### config.mk
export PLATFORM = sky130hd
export DESIGN_NAME = udma_multi_ch_reg_if
export DESIGN_NICKNAME = d
export VERILOG_FILES = /design/src/rtl/udma_multi_ch_reg_pkg.sv /design/src/rtl/udma_reg_ch.sv /design/src/rtl/udma_multi_ch_reg_if.sv
export SDC_FILE = /design/constraint.sdc
export NUM_CORES = 1
export LEC_CHECK = 0
export ABC_AREA = 0
export CAP_MARGIN = 20
export CORE_AREA = 2 2 147 121
export CTS_CLUSTER_SIZE = 24
export DETAILED_ROUTE_END_ITERATION = 8
export DIE_AREA = 0 0 149 123
export PLACE_DENSITY = 0.89
export SYNTH_ARGS = -nofsm -noshare
export SYNTH_HDL_FRONTEND = slang
export SYNTH_SLANG_ARGS = --single-unit
### constraint.sdc
create_clock -name clk_i -period 2 [get_ports clk_i]
set_input_delay 0.2 -clock clk_i [delete_from_list [all_inputs] [get_ports clk_i]]
set_output_delay 0.2 -clock clk_i [all_outputs]
set_load 0.01 [all_outputs]
### src/rtl/udma_multi_ch_reg_pkg.sv
// Shared constants and types for the multi-channel uDMA configuration interface.
package udma_multi_ch_reg_pkg;

    // Per-channel register offsets inside each 4-word channel window
    localparam logic [1:0] REG_SADDR  = 2'd0;
    localparam logic [1:0] REG_SIZE   = 2'd1;
    localparam logic [1:0] REG_CFG    = 2'd2;
    localparam logic [1:0] REG_INTCFG = 2'd3;

    // Global register word addresses
    localparam logic [5:0] ADDR_SETUP_INSIDE = 6'd32;
    localparam logic [5:0] ADDR_SETUP        = 6'd33;
    localparam logic [5:0] ADDR_IRQ_STATUS   = 6'd34;
    localparam logic [5:0] ADDR_IRQ_MASK     = 6'd35;

    // CFG write-side bit positions
    localparam int CFG_CONT_BIT = 0;
    localparam int CFG_DS_LSB   = 1;
    localparam int CFG_EN_BIT   = 4;
    localparam int CFG_CLR_BIT  = 5;

    // INTCFG bit positions
    localparam int INTCFG_IRQ_EN_BIT = 0;

    // Datasize after reset (32-bit transfers)
    localparam logic [1:0] DATASIZE_RST = 2'b10;

    // EOT counter saturation value
    localparam logic [7:0] EOT_CNT_MAX = 8'hFF;

    // Read handshake states
    typedef enum logic {
        IDLE = 1'b0,
        RESP = 1'b1
    } rd_state_t;

endpackage

### src/rtl/udma_reg_ch.sv
// One uDMA channel: configuration storage, enable/clear pulses,
// EOT interrupt status bit and saturating EOT counter.
module udma_reg_ch
    import udma_multi_ch_reg_pkg::*;
#(
    parameter int L2_AWIDTH_NOAL = 12,
    parameter int TRANS_SIZE     = 16
) (
    input  logic                      clk_i,
    input  logic                      rstn_i,
    input  logic                      wr_saddr,
    input  logic                      wr_size,
    input  logic                      wr_cfg,
    input  logic                      wr_intcfg,
    input  logic [L2_AWIDTH_NOAL-1:0] saddr_wdata,
    input  logic [TRANS_SIZE-1:0]     size_wdata,
    input  logic                      cont_wdata,
    input  logic [1:0]                ds_wdata,
    input  logic                      en_wdata,
    input  logic                      clr_wdata,
    input  logic                      irq_en_wdata,
    input  logic                      status_clr,
    input  logic                      eot,
    output logic [L2_AWIDTH_NOAL-1:0] startaddr,
    output logic [TRANS_SIZE-1:0]     size,
    output logic                      continuous,
    output logic [1:0]                datasize,
    output logic                      en_pulse,
    output logic                      clr_pulse,
    output logic                      irq_en,
    output logic [7:0]                eot_cnt,
    output logic                      status
);

    // Configuration registers written through the config bus
    always_ff @(posedge clk_i or negedge rstn_i) begin
        if (!rstn_i) begin
            startaddr  <= '0;
            size       <= '0;
            continuous <= 1'b0;
            datasize   <= DATASIZE_RST;
            irq_en     <= 1'b0;
        end else begin
            if (wr_saddr) begin
                startaddr <= saddr_wdata;
            end
            if (wr_size) begin
                size <= size_wdata;
            end
            if (wr_cfg) begin
                continuous <= cont_wdata;
                datasize   <= ds_wdata;
            end
            if (wr_intcfg) begin
                irq_en <= irq_en_wdata;
            end
        end
    end

    // Enable/clear are single-cycle pulses following the CFG write edge
    always_ff @(posedge clk_i or negedge rstn_i) begin
        if (!rstn_i) begin
            en_pulse  <= 1'b0;
            clr_pulse <= 1'b0;
        end else begin
            en_pulse  <= wr_cfg & en_wdata;
            clr_pulse <= wr_cfg & clr_wdata;
        end
    end

    // Status bit and EOT counter; a new EOT beats a same-cycle W1C
    always_ff @(posedge clk_i or negedge rstn_i) begin
        if (!rstn_i) begin
            status  <= 1'b0;
            eot_cnt <= '0;
        end else begin
            if (eot && irq_en) begin
                status <= 1'b1;
            end else if (status_clr) begin
                status <= 1'b0;
            end
            if (status_clr) begin
                eot_cnt <= eot ? 8'd1 : 8'd0;
            end else if (eot && (eot_cnt != EOT_CNT_MAX)) begin
                eot_cnt <= eot_cnt + 8'd1;
            end
        end
    end

endmodule

### src/rtl/udma_multi_ch_reg_if.sv
// uDMA configuration interface for N_CH generic channels: address decode,
// global registers, registered read path with one wait state, irq reduction.
module udma_multi_ch_reg_if
    import udma_multi_ch_reg_pkg::*;
#(
    parameter int N_CH           = 2,
    parameter int L2_AWIDTH_NOAL = 12,
    parameter int TRANS_SIZE     = 16
) (
    input  logic                                 clk_i,
    input  logic                                 rstn_i,
    input  logic [31:0]                          cfg_data_i,
    input  logic [5:0]                           cfg_addr_i,
    input  logic                                 cfg_valid_i,
    input  logic                                 cfg_rwn_i,
    output logic [31:0]                          cfg_data_o,
    output logic                                 cfg_ready_o,
    output logic [N_CH-1:0][L2_AWIDTH_NOAL-1:0]  ch_startaddr_o,
    output logic [N_CH-1:0][TRANS_SIZE-1:0]      ch_size_o,
    output logic [N_CH-1:0]                      ch_continuous_o,
    output logic [N_CH-1:0][1:0]                 ch_datasize_o,
    output logic [N_CH-1:0]                      ch_en_o,
    output logic [N_CH-1:0]                      ch_clr_o,
    input  logic [N_CH-1:0]                      ch_en_i,
    input  logic [N_CH-1:0]                      ch_pending_i,
    input  logic [N_CH-1:0][L2_AWIDTH_NOAL-1:0]  ch_curr_addr_i,
    input  logic [N_CH-1:0][TRANS_SIZE-1:0]      ch_bytes_left_i,
    input  logic [N_CH-1:0]                      ch_eot_i,
    output logic                                 irq_o,
    input  logic [31:0]                          external_per_setup_i,
    output logic [31:0]                          external_per_setup_o
);

    rd_state_t         state_reg;
    rd_state_t         state_next;
    logic [2:0]        chan_sel;
    logic [1:0]        reg_sel;
    logic              is_chan;
    logic              wr_en;
    logic              rd_start;
    logic [N_CH-1:0]   irq_status;
    logic [N_CH-1:0]   irq_mask_reg;
    logic [N_CH-1:0]   status_clr;
    logic [31:0]       rd_data;
    logic [N_CH-1:0][31:0] ch_rdata;

    assign chan_sel = cfg_addr_i[4:2];
    assign reg_sel  = cfg_addr_i[1:0];
    assign is_chan  = ~cfg_addr_i[5] && (32'(chan_sel) < N_CH);
    assign wr_en    = (state_reg == IDLE) & cfg_valid_i & ~cfg_rwn_i;
    assign rd_start = (state_reg == IDLE) & cfg_valid_i & cfg_rwn_i;

    assign status_clr = (wr_en && (cfg_addr_i == ADDR_IRQ_STATUS)) ? cfg_data_i[N_CH-1:0] : '0;

    genvar gi;
    generate
        for (gi = 0; gi < N_CH; gi++) begin : g_ch
            logic       sel;
            logic       irq_en;
            logic [7:0] eot_cnt;

            assign sel = wr_en & is_chan & (chan_sel == 3'(gi));

            udma_reg_ch #(
                .L2_AWIDTH_NOAL (L2_AWIDTH_NOAL),
                .TRANS_SIZE     (TRANS_SIZE)
            ) u_ch (
                .clk_i        (clk_i),
                .rstn_i       (rstn_i),
                .wr_saddr     (sel & (reg_sel == REG_SADDR)),
                .wr_size      (sel & (reg_sel == REG_SIZE)),
                .wr_cfg       (sel & (reg_sel == REG_CFG)),
                .wr_intcfg    (sel & (reg_sel == REG_INTCFG)),
                .saddr_wdata  (cfg_data_i[L2_AWIDTH_NOAL-1:0]),
                .size_wdata   (cfg_data_i[TRANS_SIZE-1:0]),
                .cont_wdata   (cfg_data_i[CFG_CONT_BIT]),
                .ds_wdata     (cfg_data_i[CFG_DS_LSB+1:CFG_DS_LSB]),
                .en_wdata     (cfg_data_i[CFG_EN_BIT]),
                .clr_wdata    (cfg_data_i[CFG_CLR_BIT]),
                .irq_en_wdata (cfg_data_i[INTCFG_IRQ_EN_BIT]),
                .status_clr   (status_clr[gi]),
                .eot          (ch_eot_i[gi]),
                .startaddr    (ch_startaddr_o[gi]),
                .size         (ch_size_o[gi]),
                .continuous   (ch_continuous_o[gi]),
                .datasize     (ch_datasize_o[gi]),
                .en_pulse     (ch_en_o[gi]),
                .clr_pulse    (ch_clr_o[gi]),
                .irq_en       (irq_en),
                .eot_cnt      (eot_cnt),
                .status       (irq_status[gi])
            );

            // Read word of this channel for the currently addressed register
            assign ch_rdata[gi] =
                (reg_sel == REG_SADDR) ? 32'(ch_curr_addr_i[gi]) :
                (reg_sel == REG_SIZE)  ? 32'(ch_bytes_left_i[gi]) :
                (reg_sel == REG_CFG)   ? 32'({ch_pending_i[gi], ch_en_i[gi], 1'b0,
                                              ch_datasize_o[gi], ch_continuous_o[gi]}) :
                                         32'({eot_cnt, 7'd0, irq_en});
        end
    endgenerate

    // Read data mux; unmapped and absent-channel words read as zero
    always_comb begin
        rd_data = '0;
        if (is_chan) begin
            for (int c = 0; c < N_CH; c++) begin
                if (chan_sel == 3'(c)) begin
                    rd_data = ch_rdata[c];
                end
            end
        end else begin
            case (cfg_addr_i)
                ADDR_SETUP_INSIDE: rd_data = external_per_setup_i;
                ADDR_SETUP:        rd_data = external_per_setup_o;
                ADDR_IRQ_STATUS:   rd_data = 32'(irq_status);
                ADDR_IRQ_MASK:     rd_data = 32'(irq_mask_reg);
                default:           rd_data = '0;
            endcase
        end
    end

    // Read FSM next state and ready; writes complete in the request cycle
    always_comb begin
        state_next  = state_reg;
        cfg_ready_o = 1'b0;
        case (state_reg)
            IDLE: begin
                if (cfg_valid_i) begin
                    if (cfg_rwn_i) begin
                        state_next = RESP;
                    end else begin
                        cfg_ready_o = 1'b1;
                    end
                end
            end
            RESP: begin
                cfg_ready_o = 1'b1;
                state_next  = IDLE;
            end
            default: state_next = IDLE;
        endcase
    end

    // Read FSM state register
    always_ff @(posedge clk_i or negedge rstn_i) begin
        if (!rstn_i) begin
            state_reg <= IDLE;
        end else begin
            state_reg <= state_next;
        end
    end

    // Read data capture; held between responses
    always_ff @(posedge clk_i or negedge rstn_i) begin
        if (!rstn_i) begin
            cfg_data_o <= '0;
        end else if (rd_start) begin
            cfg_data_o <= rd_data;
        end
    end

    // Global setup and mask registers
    always_ff @(posedge clk_i or negedge rstn_i) begin
        if (!rstn_i) begin
            external_per_setup_o <= '0;
            irq_mask_reg         <= '0;
        end else if (wr_en) begin
            if (cfg_addr_i == ADDR_SETUP) begin
                external_per_setup_o <= cfg_data_i;
            end
            if (cfg_addr_i == ADDR_IRQ_MASK) begin
                irq_mask_reg <= cfg_data_i[N_CH-1:0];
            end
        end
    end

    // Registered interrupt from masked status
    always_ff @(posedge clk_i or negedge rstn_i) begin
        if (!rstn_i) begin
            irq_o <= 1'b0;
        end else begin
            irq_o <= |(irq_status & irq_mask_reg);
        end
    end

endmodule

# Word level (Yosys, flattened, before mapping)
# Cells that the tools add are included.
[totals] register_bits=154 latch_bits=0 ram_bits=0 mem_bits_ro=0 in_bits=136 output_inout_bits=132 word_cells=100 memories=0
[op_classes] addsub=2 multipliers=0 div_mod_pow=0 magnitude_cmp=1 eq_ne=10 shift=0 mux=27 n_bitwise=22 n_reduce_logical=15
[ops] operator="2-to-1 mux 16 bit" count=8
[ops] operator="one-hot mux 32 bit (4 select lines)" count=1
[ops] operator="2-to-1 mux 32 bit" count=1
[ops] operator="2-to-1 mux 8 bit" count=4
[ops] operator="equality test 6 bit, second input constant" count=4
[ops] operator="AND 1 bit" count=18
[ops] operator="adder 8 x 1 -> 8 bit, second input constant" count=2
[ops] operator="!= test 8 bit, second input constant" count=2
[ops] operator="2-to-1 mux 1 bit" count=10
[ops] operator="nonzero test 2 bit" count=4
[ops] operator="logical AND 1 bit" count=6
[ops] operator="equality test 2 bit, second input constant" count=2
[ops] operator="one-hot mux 1 bit (2 select lines)" count=2
[ops] operator="AND reduction 2 bit" count=2
[ops] operator="equality test 3 x 1 -> 1 bit, second input constant" count=1
[ops] operator="zero test 3 bit" count=1
[ops] operator="< comparator 3 x 2 -> 1 bit, second input constant" count=1
[ops] operator="inverter 1 bit" count=3
[ops] operator="AND 2 bit" count=1
[ops] operator="equality test 2 x 1 -> 1 bit, second input constant" count=1
[ops] operator="zero test 2 bit" count=1
[ops] operator="2-to-1 mux 2 bit" count=1
[ops] operator="OR reduction 2 bit" count=1

# Longest topological paths before layout
# Gate-level depths: netlist of the first run.
[logic_depth] depth_word=7 mapped_depth=7 depth_no_buf=5

# Modules after synthesis
# A second synthesis of the first run with hierarchy kept.
[unflattened] hier_cells=581 area_unflattened_um2=7384.6
[by_module_without_submodules] module="udma_multi_ch_reg_if" n_inst=1 cells_per_inst=325 area_each_um2=3823.7 seq_area_each_um2=1701.6
[by_module_without_submodules] module="udma_reg_ch" n_inst=2 cells_per_inst=128 area_each_um2=1780.5 seq_area_each_um2=1077.3

# Worst setup path after synthesis of the first run
# OpenSTA, ideal clock, no wires.
[synth_path] path_type="reg-to-reg" from="register state_reg" to="register g_ch[0].u_ch.size[10]" setup_ns=0.125 t_arrival_ns=1.512 required_time_ns=1.875 setup_slack_ns=0.363 path_stages_with_launch=7 n_path_buf=2 period_less_slack_ns=1.637 path_cell_list="dfrtp_1 -> nor3b_2 -> nand3b_2 -> nor2b_1 -> buf_4 -> buf_6 -> mux2_2"
[synth_between] elab_chain_len=6
[synth_rtl] item="start: declaration" line="udma_multi_ch_reg_if.sv:34" source="rd_state_t state_reg;"
[synth_rtl] item="start signal: assignment" line="udma_multi_ch_reg_if.sv:151" source="state_reg <= state_next;"
[synth_rtl] item="inverter 1 bit"
[synth_rtl] item="AND 1 bit (2 in series)" line="udma_multi_ch_reg_if.sv:50" source="assign wr_en = (state_reg == IDLE) & cfg_valid_i & ~cfg_rwn_i;"
[synth_rtl] item="AND 1 bit (2 in series)" line="udma_multi_ch_reg_if.sv:62" source="assign sel = wr_en & is_chan & (chan_sel == 3'(gi));"
[synth_rtl] item="AND 1 bit" line="udma_multi_ch_reg_if.sv:71" source=".wr_size (sel & (reg_sel == REG_SIZE)),"
[synth_rtl] item="end signal: assignment" line="udma_reg_ch.sv:48" source="size <= size_wdata;"
[synth_rtl] item="end: declaration" line="udma_reg_ch.sv:25" source="output logic [TRANS_SIZE-1:0] size,"
# No other way between the ends.
# A chain may end at the register's enable or synchronous reset.

# Worst setup path after layout of the first run
[layout_path] from="register g_ch[0].u_ch.eot_cnt[0]" to="register g_ch[0].u_ch.eot_cnt[6]"
[layout_between] elab_chain_len=3 word_cells_on_any_way=6 classes_between="add/sub (1); eq/ne (1); mux (2); reduce/logical (2)"
[layout_rtl] item="start: declaration" line="udma_reg_ch.sv:31" source="output logic [7:0] eot_cnt,"
[layout_rtl] item="start signal: assignment" line="udma_reg_ch.sv:83" source="eot_cnt <= eot ? 8'd1 : 8'd0;"
[layout_rtl] item="start signal: assignment" line="udma_reg_ch.sv:85" source="eot_cnt <= eot_cnt + 8'd1;"
[layout_rtl] item="adder 8 x 1 -> 8 bit or != test 8 bit (tied branches)" line="udma_reg_ch.sv:85, udma_reg_ch.sv:84"
[layout_rtl] item="2-to-1 mux 8 bit or logical AND 1 bit (tied branches)" line="udma_reg_ch.sv:84" source="end else if (eot && (eot_cnt != EOT_CNT_MAX)) begin"
[layout_rtl] item="2-to-1 mux 8 bit or nonzero test 2 bit (tied branches)"
# Parallel ways exist; a longest one is shown, timed or not. The select of a mux whose other input is x is not followed.

==> flow_summary.ini, run 1 <==
[finish]
syn2layout_area_growth_pct = 49.8
fin_util_pct = 66.0
nNetsFinal = 1006
top_regs = cfg_data_o x32, external_per_setup_o x32, g_ch.u_ch.size x32
diodes = 0
drive_gt1_share_pct = 23.8
fin_cells = 1106

[sta]
worst_pin_slew_ns = 0.466
tns_ns = 0
rsz0062_at_grt = no
period_minus_slack_ns = 1.79
layout_setup_ws_ns = 0.213
fmax_mhz = 559
hold_viol_final = 0
report.final.slew_viol_count = 0
skew_ns = 0.0117
finalCritPeriodShare_pct = 89.4
setup_viol = 0
max-slew-margin-rel_pct = 69.0

[floorplanning]
ioPinCount = 268
core-area_mm2 = 0.0169
num_rows = 43
die_w_um = 149
initial_core_util_pct = 44.0
die_y_um = 123
dieArea_mm2 = 0.0183

[power]
p_per_area_mw_per_mm2 = 776
leakage_nw = 5.01
p_clk_share_pct = 36.8
seq_power_share_pct = 43.3
power_w = 0.00865
switchingPower_w = 0.00247
combPwrFrac_pct = 19.9
peakVddDrop_mv = 0.613
netSwitchingFraction_pct = 28.5
intPower_w = 0.00619

[route]
ant_nets = 0
drc = 0
dr.pass1.iters = 5
drt_iter0_markers = 263
wire_per_inst_um = 20.6
viasPerCell = 5.43
wl_um = 22700
via_count = 6006

[clock_tree]
clockBufferDepth = 2
root_buffer = clkbuf_16
h-tree-depth = 4
clk_pin_slew_ns = 0.07
cts-buffers-inserted = 17
cts_sinks = 154
cts_resized = 0
cts_tree = yes
insertion_delay_ns = 0.42

[setup_path]
slowest_delay_ns = 0.65
crit_type = flop to flop
cp.arrival_ns = 2.09
cp.required_ns = 2.30
startpoint_type = flop
cp_max_fo = 7
critical-path-top-delay-family = simple AND/OR/NAND/NOR gates
cp_slowest_cell = or4b_2
cp-end-kind = flop
critical_path_buf_inv_count = 0
path_cells = ha_1 > nand3_1 > or4b_2 > o21ai_0 > nor2_1

[run]
max-cap-violations = 0

[synth]
ys_dominant_reg_cell = dfrtp_1
synth_cell_types = 54
syn_area_per_cell_um2 = 12.8
yosysTopAreaCellShare_pct = 51.1
syn-cell-area_mm2 = 0.00744
seq_area_frac_synth_pct = 51.8
yosysWarnings = 0
ys_ff_latch = 154
synth_area_leaders = dfrtp_1 51%, mux2_2 12%, mux2i_1 5.6%, mux2_4 4.0%, mux4_2 3.3%
synth.largest_area_cell = dfrtp_1
ys_async_sr_fraction_pct = 100
syn_inst = 580
synth_nets = 718
yosysMostFrequentCell = dfrtp_1
synth_edf_count = 0
synth_common_cells = 152 x dfrtp_1, 81 x mux2_2, 42 x mux2i_1

[place]
dp_hpwl_um = 17400
port_buffers = 267
place_ws_ns = -0.104
dp_cells = 1073
gp_congestion = 0.904

[global_route]
grt_first_pass_wirelength_um = 35100
grt-ovfl-total = 0
antenna_found_initial = 1
grt_usage_pct = 25.4
grt_max_degree = 48
grt_pass1_vias = 6237

[hold_path]
hold_class = input port to async pin

[outcome]
outcome = complete, no violations
## layout by cell type (no fill, tap or decap), drive strengths merged, types with 3 or more instances in the layout
cell type and n:
nor2 27, and4 3, a31o 6, o21ai 12, and3 4, mux2i 42
dfrtp 152, clkinv 4, clkdlybuf4s50 265, a211oi 6, nand3 5, nand2 42
nor4 3, nand3b 3, a21oi 17, a22oi 6, mux4 11, nand4 6
o31ai 25, inv 16, nor2b 6, nor3 7, buf 45, a311oi 3
mux2 105, xnor2 3, a32oi 4, and2 4, o211ai 9, clkbuf 17
## through the flow
stage	cell area (um2)	hold slack [ns]
finish	11100	0.290
global route	11100	0.311
CTS	11100	0.279
detailed placement	10600	0.170
global placement	10600	0.172
floorplan	7440	-0.0956
## kinds of logic after synthesis
family / after synthesis / synth area share (%)
AOI/OAI and AO/OA: 95 / 8.88
DFF: 154 / 51.8
adders and majority gates: 2 / 0.336
xor gates and xnor gates: 4 / 0.471
buffers and inverters: 49 / 3.90
and+or+nand+nor: 118 / 8.71
muxes: 158 / 25.9
## per-layer routing
metal	share of wire (%)	GRT usage, %	vias up
met5	0	0	-
met4	2.0	8.33	0
met3	8.6	7.34	34
met2	48	41.2	278
met1	41	33.1	2977
li1	-	-	2717
## power by group through the flow
stage | clock network, W | registers, W | logic, W
after floorplan | 0 | 0.00379 | 0.000713
after global placement | 0 | 0.00377 | 0.00168
after detailed placement | 0 | 0.00379 | 0.00172
after CTS | 0.00325 | 0.00374 | 0.00173
after global routing | 0.00342 | 0.00379 | 0.00186
final | 0.00319 | 0.00375 | 0.00172
## timing repair
action,4_1_cts,5_1_grt
setup buffers,0,0
endpoints found under the hold margin,40,0
endpoints found under the setup margin,0,0
hold buffers,1,0
## area by class of cell
type / instances / area (um2)
Clock inverter: 15 / 154
Multi-Input combinational cell: 377 / 3300
Tap cell: 225 / 282
Inverter: 7 / 26.3
Timing Repair Buffer: 311 / 3100
Sequential cell: 154 / 3860
Clock buffer: 17 / 425
Fill cell: 1309 / 5750
## final timing paths
| kind | end | slack (ns) | from | cells past startpoint |
|---|---|---|---|---|
| min in group clk_i | external_per_setup_o[29]$_DFFE_PN0P_ | 0.38 | cfg_data_i[29] | 2 |
| setup / recovery | g_ch[0].u_ch.eot_cnt[6]$_DFFE_PN0P_ | 0.21 | g_ch[0].u_ch.eot_cnt[0]$_DFFE_PN0P_ | 5 |
| max in group asynchronous | cfg_data_o[12]$_DFFE_PN0P_ | 1.08 | rstn_i | 3 |
| setup reg to reg | g_ch[0].u_ch.eot_cnt[6]$_DFFE_PN0P_ | 0.21 | g_ch[0].u_ch.eot_cnt[0]$_DFFE_PN0P_ | 5 |
| hold / removal | irq_mask_reg[1]$_DFFE_PN0P_ | 0.29 | rstn_i | 2 |
| hold reg to reg | cfg_data_o[18]$_DFFE_PN0P_ | 0.48 | cfg_data_o[18]$_DFFE_PN0P_ | 2 |
Power figures use the tool's default switching activity.
==> run 2, diff against run 1 <==
--- a/config.mk
+++ b/config.mk
@@ -7,11 +7,12 @@
 export LEC_CHECK = 0
 export ABC_AREA = 0
 export CAP_MARGIN = 20
-export CORE_AREA = 2 2 147 121
+export CORE_AREA = 2 2 128 105
 export CTS_CLUSTER_SIZE = 24
 export DETAILED_ROUTE_END_ITERATION = 8
-export DIE_AREA = 0 0 149 123
-export PLACE_DENSITY = 0.89
+export DIE_AREA = 0 0 130 107
+export DONT_BUFFER_PORTS = 1
+export PLACE_DENSITY = 0.85
 export SYNTH_ARGS = -nofsm -noshare
 export SYNTH_HDL_FRONTEND = slang
 export SYNTH_SLANG_ARGS = --single-unit
==> run 2 against run 1 <==
Final area fell by 24%. Global-route usage rose by 4.5 points. Sequential share of layout area rose by 11 points. The flow now finishes with violations (negative hold slack). Combinational power fell by 49%. Total power fell by 8.6%. Wire length fell by 9.7%. Sequential power rose by 4%. Register-to-register slack got worse by 0.12 ns.
==> flow_summary.ini, run 2 (synthesized netlist as in run 1, its figures left out) <==
[setup_path]
r2r_start = state_reg$_DFF_PN0_
critical_path_buf_inv_count = 0
critical-path-top-delay-family = simple AND/OR/NAND/NOR gates
slowest_delay_ns = 0.47
cp.required_ns = 2.30
cp_max_fo = 12
path_cells = nor3b_2 > and3_1 > nand2_4 > mux2_4
r2r-end = g_ch[1].u_ch.startaddr[9]$_DFFE_PN0P_
cp.arrival_ns = 2.21
cp_slowest_cell = and3_1
cp-end-kind = flop
r2r_slack_ns = 0.09
startpoint_type = flop
r2r_cells = 4
crit_type = flop to flop

[global_route]
grt_max_degree = 155
grt-busiest-layer = met2
use_met3_pct = 12.0
grt_pass1_vias = 5173
grt_util_met1_pct = 36.7
antenna_found_initial = 0
grt-ovfl-total = 0
grt_util_met2_pct = 48.6
grt_usage_pct = 29.9
grt_first_pass_wirelength_um = 30700

[finish]
fillers = 896
syn2layout_area_growth_pct = 13.7
final_cell_mix = 152 x dfrtp_1, 81 x mux2_2, 42 x mux2i_1
register_area_mm2 = 0.00386
final_common_cell = dfrtp_1
top_regs = cfg_data_o x32, external_per_setup_o x32, g_ch.u_ch.size x32
multi_input_area_mm2 = 0.00329
drive_gt1_share_pct = 28.1
diodes = 0
nNetsFinal = 745

[floorplanning]
die_y_um = 107
core-area_mm2 = 0.0126
ioPinCount = 268
initial_core_util_pct = 58.9
die_w_um = 130
num_rows = 37
dieArea_mm2 = 0.0139

[sta]
finalCritPeriodShare_pct = 95.4
hold_viol_final = 154
fmax_mhz = 524
report.final.slew_viol_count = 0
worst_pin_slew_ns = 0.667
hold_slack_ns = -0.533
tns_ns = 0
setup_viol = 0
period_minus_slack_ns = 1.91
skew_ns = 0.00980
max-slew-margin-rel_pct = 55.1
rsz0062_at_grt = no

[place]
dp_hpwl_um = 14300
port_buffers = 0
gp_congestion = 0.853

[run]
max-cap-violations = 0

[outcome]
violations = negative hold slack
outcome = finished, violations left

[route]
wl_um = 20500
drt_iter0_markers = 373
via_count = 5097
dr.pass1.iters = 5
wire_per_inst_um = 25.8
ant_nets = 0
drc = 0
viasPerCell = 6.41

[clock_tree]
cts_sinks = 154
cts_tree = yes
cts_setup_buffers = 0
insertion_delay_ns = 0.43
h-tree-depth = 4
cts-buffers-inserted = 17
clockBufferDepth = 2
clk_pin_slew_ns = 0.07
cts_hold_buf = 39
root_buffer = clkbuf_16
cts_resized = 0

[power]
peakVddDrop_mv = 0.599
switchingPower_w = 0.00222
leakage_nw = 3.98
p_per_area_mw_per_mm2 = 935
combPwrFrac_pct = 11.0
netSwitchingFraction_pct = 28.1
intPower_w = 0.00569
seq_power_share_pct = 49.4
p_clk_share_pct = 39.6

[hold_path]
hold_class = input port to async pin
run 2: cell types whose count changed in the layout (fill, tap and decap cells not counted), moves of 3 or more:
cell / delta
buf_12: -7
clkdlybuf4s50_1: -265
inv_8: -3
buf_4: -26
dlygate4sd3_1: +38
run 2: worst reg2reg max path, cell delays in order (launching register included):
cell	delay (ns)
dfrtp_1	0.40
nor3b_2	0.31
and3_1	0.47
nand2_4	0.25
mux2_4	0.36
run 2: power by group through the flow:
| stage | clock (W) | sequential [W] | combinational (W) |
|---|---|---|---|
| 6_report | 0.00313 | 0.00390 | 0.000873 |
| 5_1_grt | 0.00333 | 0.00394 | 0.000958 |
| 4_1_cts | 0.00317 | 0.00389 | 0.000868 |
| 3_5_place_dp | 0 | 0.00394 | 0.000778 |
| 3_3_place_gp | 0 | 0.00392 | 0.000735 |
| 2_1_floorplan | 0 | 0.00379 | 0.000713 |
run 2: stage by stage:
stage / instances / power [W] / setup WS [ns] / area (um2) / utilization (%)
6_report: 795 / 0.00791 / 0.0922 / 8460 / 66.9
5_1_grt: 795 / 0.00823 / 0.0149 / 8460 / 66.9
4_1_cts: 795 / 0.00792 / 0.0888 / 8460 / 66.9
3_5_place_dp: 724 / 0.00472 / 0.0901 / 7490 / 59.3
3_3_place_gp: 724 / 0.00466 / 0.209 / 7490 / 59.3
2_1_floorplan: 580 / 0.00450 / 0.363 / 7440 / -
run 2: final cells by class:
type | instances | share of cell area [%]
well taps | 175 | 2.59
multi-input cells | 377 | 39.0
clock buffers | 18 | 5.19
inverters | 7 | 0.311
clock inverters | 14 | 1.61
repair buffers | 50 | 5.74
flip-flops and latches | 154 | 45.6
run 2: worst max path at each step:
| stage | from | to | cells after the start |
|---|---|---|---|
| floorplan | state_reg$_DFF_PN0_ | g_ch[0].u_ch.size[10]$_DFFE_PN0P_ | 6 |
| global placement | state_reg$_DFF_PN0_ | g_ch[1].u_ch.startaddr[8]$_DFFE_PN0P_ | 4 |
| detailed placement | state_reg$_DFF_PN0_ | g_ch[1].u_ch.startaddr[10]$_DFFE_PN0P_ | 4 |
| CTS | state_reg$_DFF_PN0_ | g_ch[1].u_ch.startaddr[9]$_DFFE_PN0P_ | 4 |
| global route | state_reg$_DFF_PN0_ | g_ch[1].u_ch.startaddr[9]$_DFFE_PN0P_ | 4 |
| finish | state_reg$_DFF_PN0_ | g_ch[1].u_ch.startaddr[9]$_DFFE_PN0P_ | 4 |
run 2: metal layers:
metal | share of wire (%) | routed length (um)
met1 | 39 | 7980
met2 | 49 | 10100
met3 | 10 | 2070
met4 | 1.8 | 362
met5 | 0 | 0
==> run 3, diff against run 2 <==
--- a/config.mk
+++ b/config.mk
@@ -13,6 +13,7 @@
 export DIE_AREA = 0 0 130 107
 export DONT_BUFFER_PORTS = 1
 export PLACE_DENSITY = 0.85
+export SETUP_SLACK_MARGIN = 0.3
 export SYNTH_ARGS = -nofsm -noshare
 export SYNTH_HDL_FRONTEND = slang
 export SYNTH_SLANG_ARGS = --single-unit
==> run 3 against run 2 <==
The run still ends with negative hold slack left. Flip-flop and latch count unchanged. Sequential power about the same. Register-to-register slack better by 0.16 ns. Count of clock-buffer cells in the layout unchanged. Die area unchanged. Largest power group unchanged.
==> flow_summary.ini, run 3 (synthesized netlist as in run 1, its figures left out) <==
[finish]
drive_gt1_share_pct = 29.4
syn2layout_area_growth_pct = 15.3
final_cell_mix = 151 x dfrtp_1, 81 x mux2_2, 42 x mux2i_1
diodes = 0
final_common_cell = dfrtp_1
top_regs = cfg_data_o x32, external_per_setup_o x32, g_ch.u_ch.size x32
fillers = 883
postLayoutCellArea_mm2 = 0.00858
fin_cells = 800
nNetsFinal = 750

[place]
placed_area_mm2 = 0.00749
gp_congestion = 0.853
port_buffers = 0
place_ws_ns = 0.0901
dp_cells = 724
dp_hpwl_um = 14300

[sta]
report.final.slew_viol_count = 0
setup_viol = 0
finalCritPeriodShare_pct = 87.6
worst_pin_slew_ns = 0.718
rsz0062_at_grt = yes
max-slew-margin-rel_pct = 51.9
period_minus_slack_ns = 1.75
hold_viol_final = 154
layout_setup_ws_ns = 0.247
fmax_mhz = 571
skew_ns = 0.0114
tns_ns = 0
hold_slack_ns = -0.532

[setup_path]
path_cells = nor3b_4 > nand3b_4 > nor3_2 > buf_6 > mux2_2
cp_slowest_cell = dfrtp_1
crit_type = flop to flop
cp_max_fo = 12
startpoint_type = flop
r2r_cells = 5
r2r_slack_ns = 0.25
cp.arrival_ns = 2.05
cp-end-kind = flop
setup.worst_path.start = state_reg$_DFF_PN0_
critical_path_buf_inv_count = 1
slowest_delay_ns = 0.42
critical-path-top-delay-family = simple AND/OR/NAND/NOR gates
r2r_start = state_reg$_DFF_PN0_
cp.required_ns = 2.30
cp.depth = 5

[power]
p_per_area_mw_per_mm2 = 929
peakVddDrop_mv = 0.595
leakage_nw = 4.01
power_w = 0.00796

[clock_tree]
cts-buffers-inserted = 17
h-tree-depth = 4
insertion_delay_ns = 0.43
root_buffer = clkbuf_16
cts_tree = yes
cts_sinks = 154
clockBufferDepth = 2
clk_pin_slew_ns = 0.07
cts_hold_buf = 39

[floorplanning]
ioPinCount = 268
core-area_mm2 = 0.0126
num_rows = 37
die_w_um = 130
die_y_um = 107
initial_core_util_pct = 58.9
dieArea_mm2 = 0.0139

[global_route]
grt_first_pass_wirelength_um = 30600
grt-ovfl-total = 0
grt_max_degree = 155
grt_usage_pct = 30.0
grt_pass1_vias = 5147
antenna_found_initial = 0

[route]
drc = 0
drt_iter0_markers = 394
ant_nets = 0
viasPerCell = 6.42
via_count = 5133
dr.pass1.iters = 5
wl_um = 20900
wire_per_inst_um = 26.1

[outcome]
outcome = finished, violations left
violations = negative hold slack

[hold_path]
hold_class = input port to async pin

[run]
max-cap-violations = 0
run 3: cell types whose count changed in the layout (fill, tap and decap cells not counted), sizes merged:
| cell | delta |
|---|---|
| buf | +3 |
| nand2 | +2 |
run 3: worst reg2reg max path: cells and delay by family (launching register included):
kind | cells | cell delay (ns)
flops | 1 | 0.42
buf+inv | 1 | 0.21
mux | 1 | 0.37
simple gates | 3 | 0.63
run 3: layout make-up:
cell class	instances	area, um2	area share (%)
tap	175	219	2.55
sequential	154	3860	45.0
clock buffer	18	439	5.12
clock inverter	14	136	1.59
inverter	7	26.3	0.306
timing repair buffer	53	515	6.01
multi-input combinational	379	3380	39.4
run 3: per-stage QoR:
stage          hold slack [ns]  util, %
3_5_place_dp           -0.0918     59.3
4_1_cts                 -0.548     67.1
6_report                -0.532     67.9
2_1_floorplan          -0.0956        -
5_1_grt                 -0.558     67.9
3_3_place_gp           -0.0919     59.3
run 3: final timing paths:
check,endpoint
min,external_per_setup_o[27]$_DFFE_PN0P_
max in group asynchronous,g_ch[1].u_ch.datasize[1]$_DFFE_PN1P_
max reg2reg,g_ch[0].u_ch.startaddr[7]$_DFFE_PN0P_
max,g_ch[0].u_ch.startaddr[7]$_DFFE_PN0P_
min reg2reg,cfg_data_o[30]$_DFFE_PN0P_
min in group clk_i,g_ch[1].u_ch.eot_cnt[2]$_DFFE_PN0P_
run 3: what timing repair did:
action,4_1_cts,5_1_grt
endpoints found under the hold margin,265,154
gates cloned,0,2
endpoints found under the setup margin,73,84
setup buffers,0,3
pin swaps,1,3
resized for setup,6,9
run 3: report_power, final:
part           switching (W)  leakage [nW]  internal [W]
sequential          0.000477          2.06       0.00343
clock                0.00135         0.280       0.00177
combinational       0.000410          1.67      0.000519
run 3: layer usage:
metal | part of all wire [%] | global-route usage (%)
met1 | 39 | 36.9
met2 | 50 | 48.6
met3 | 9.9 | 11.9
met4 | 1.6 | 9.37
met5 | 0 | 0
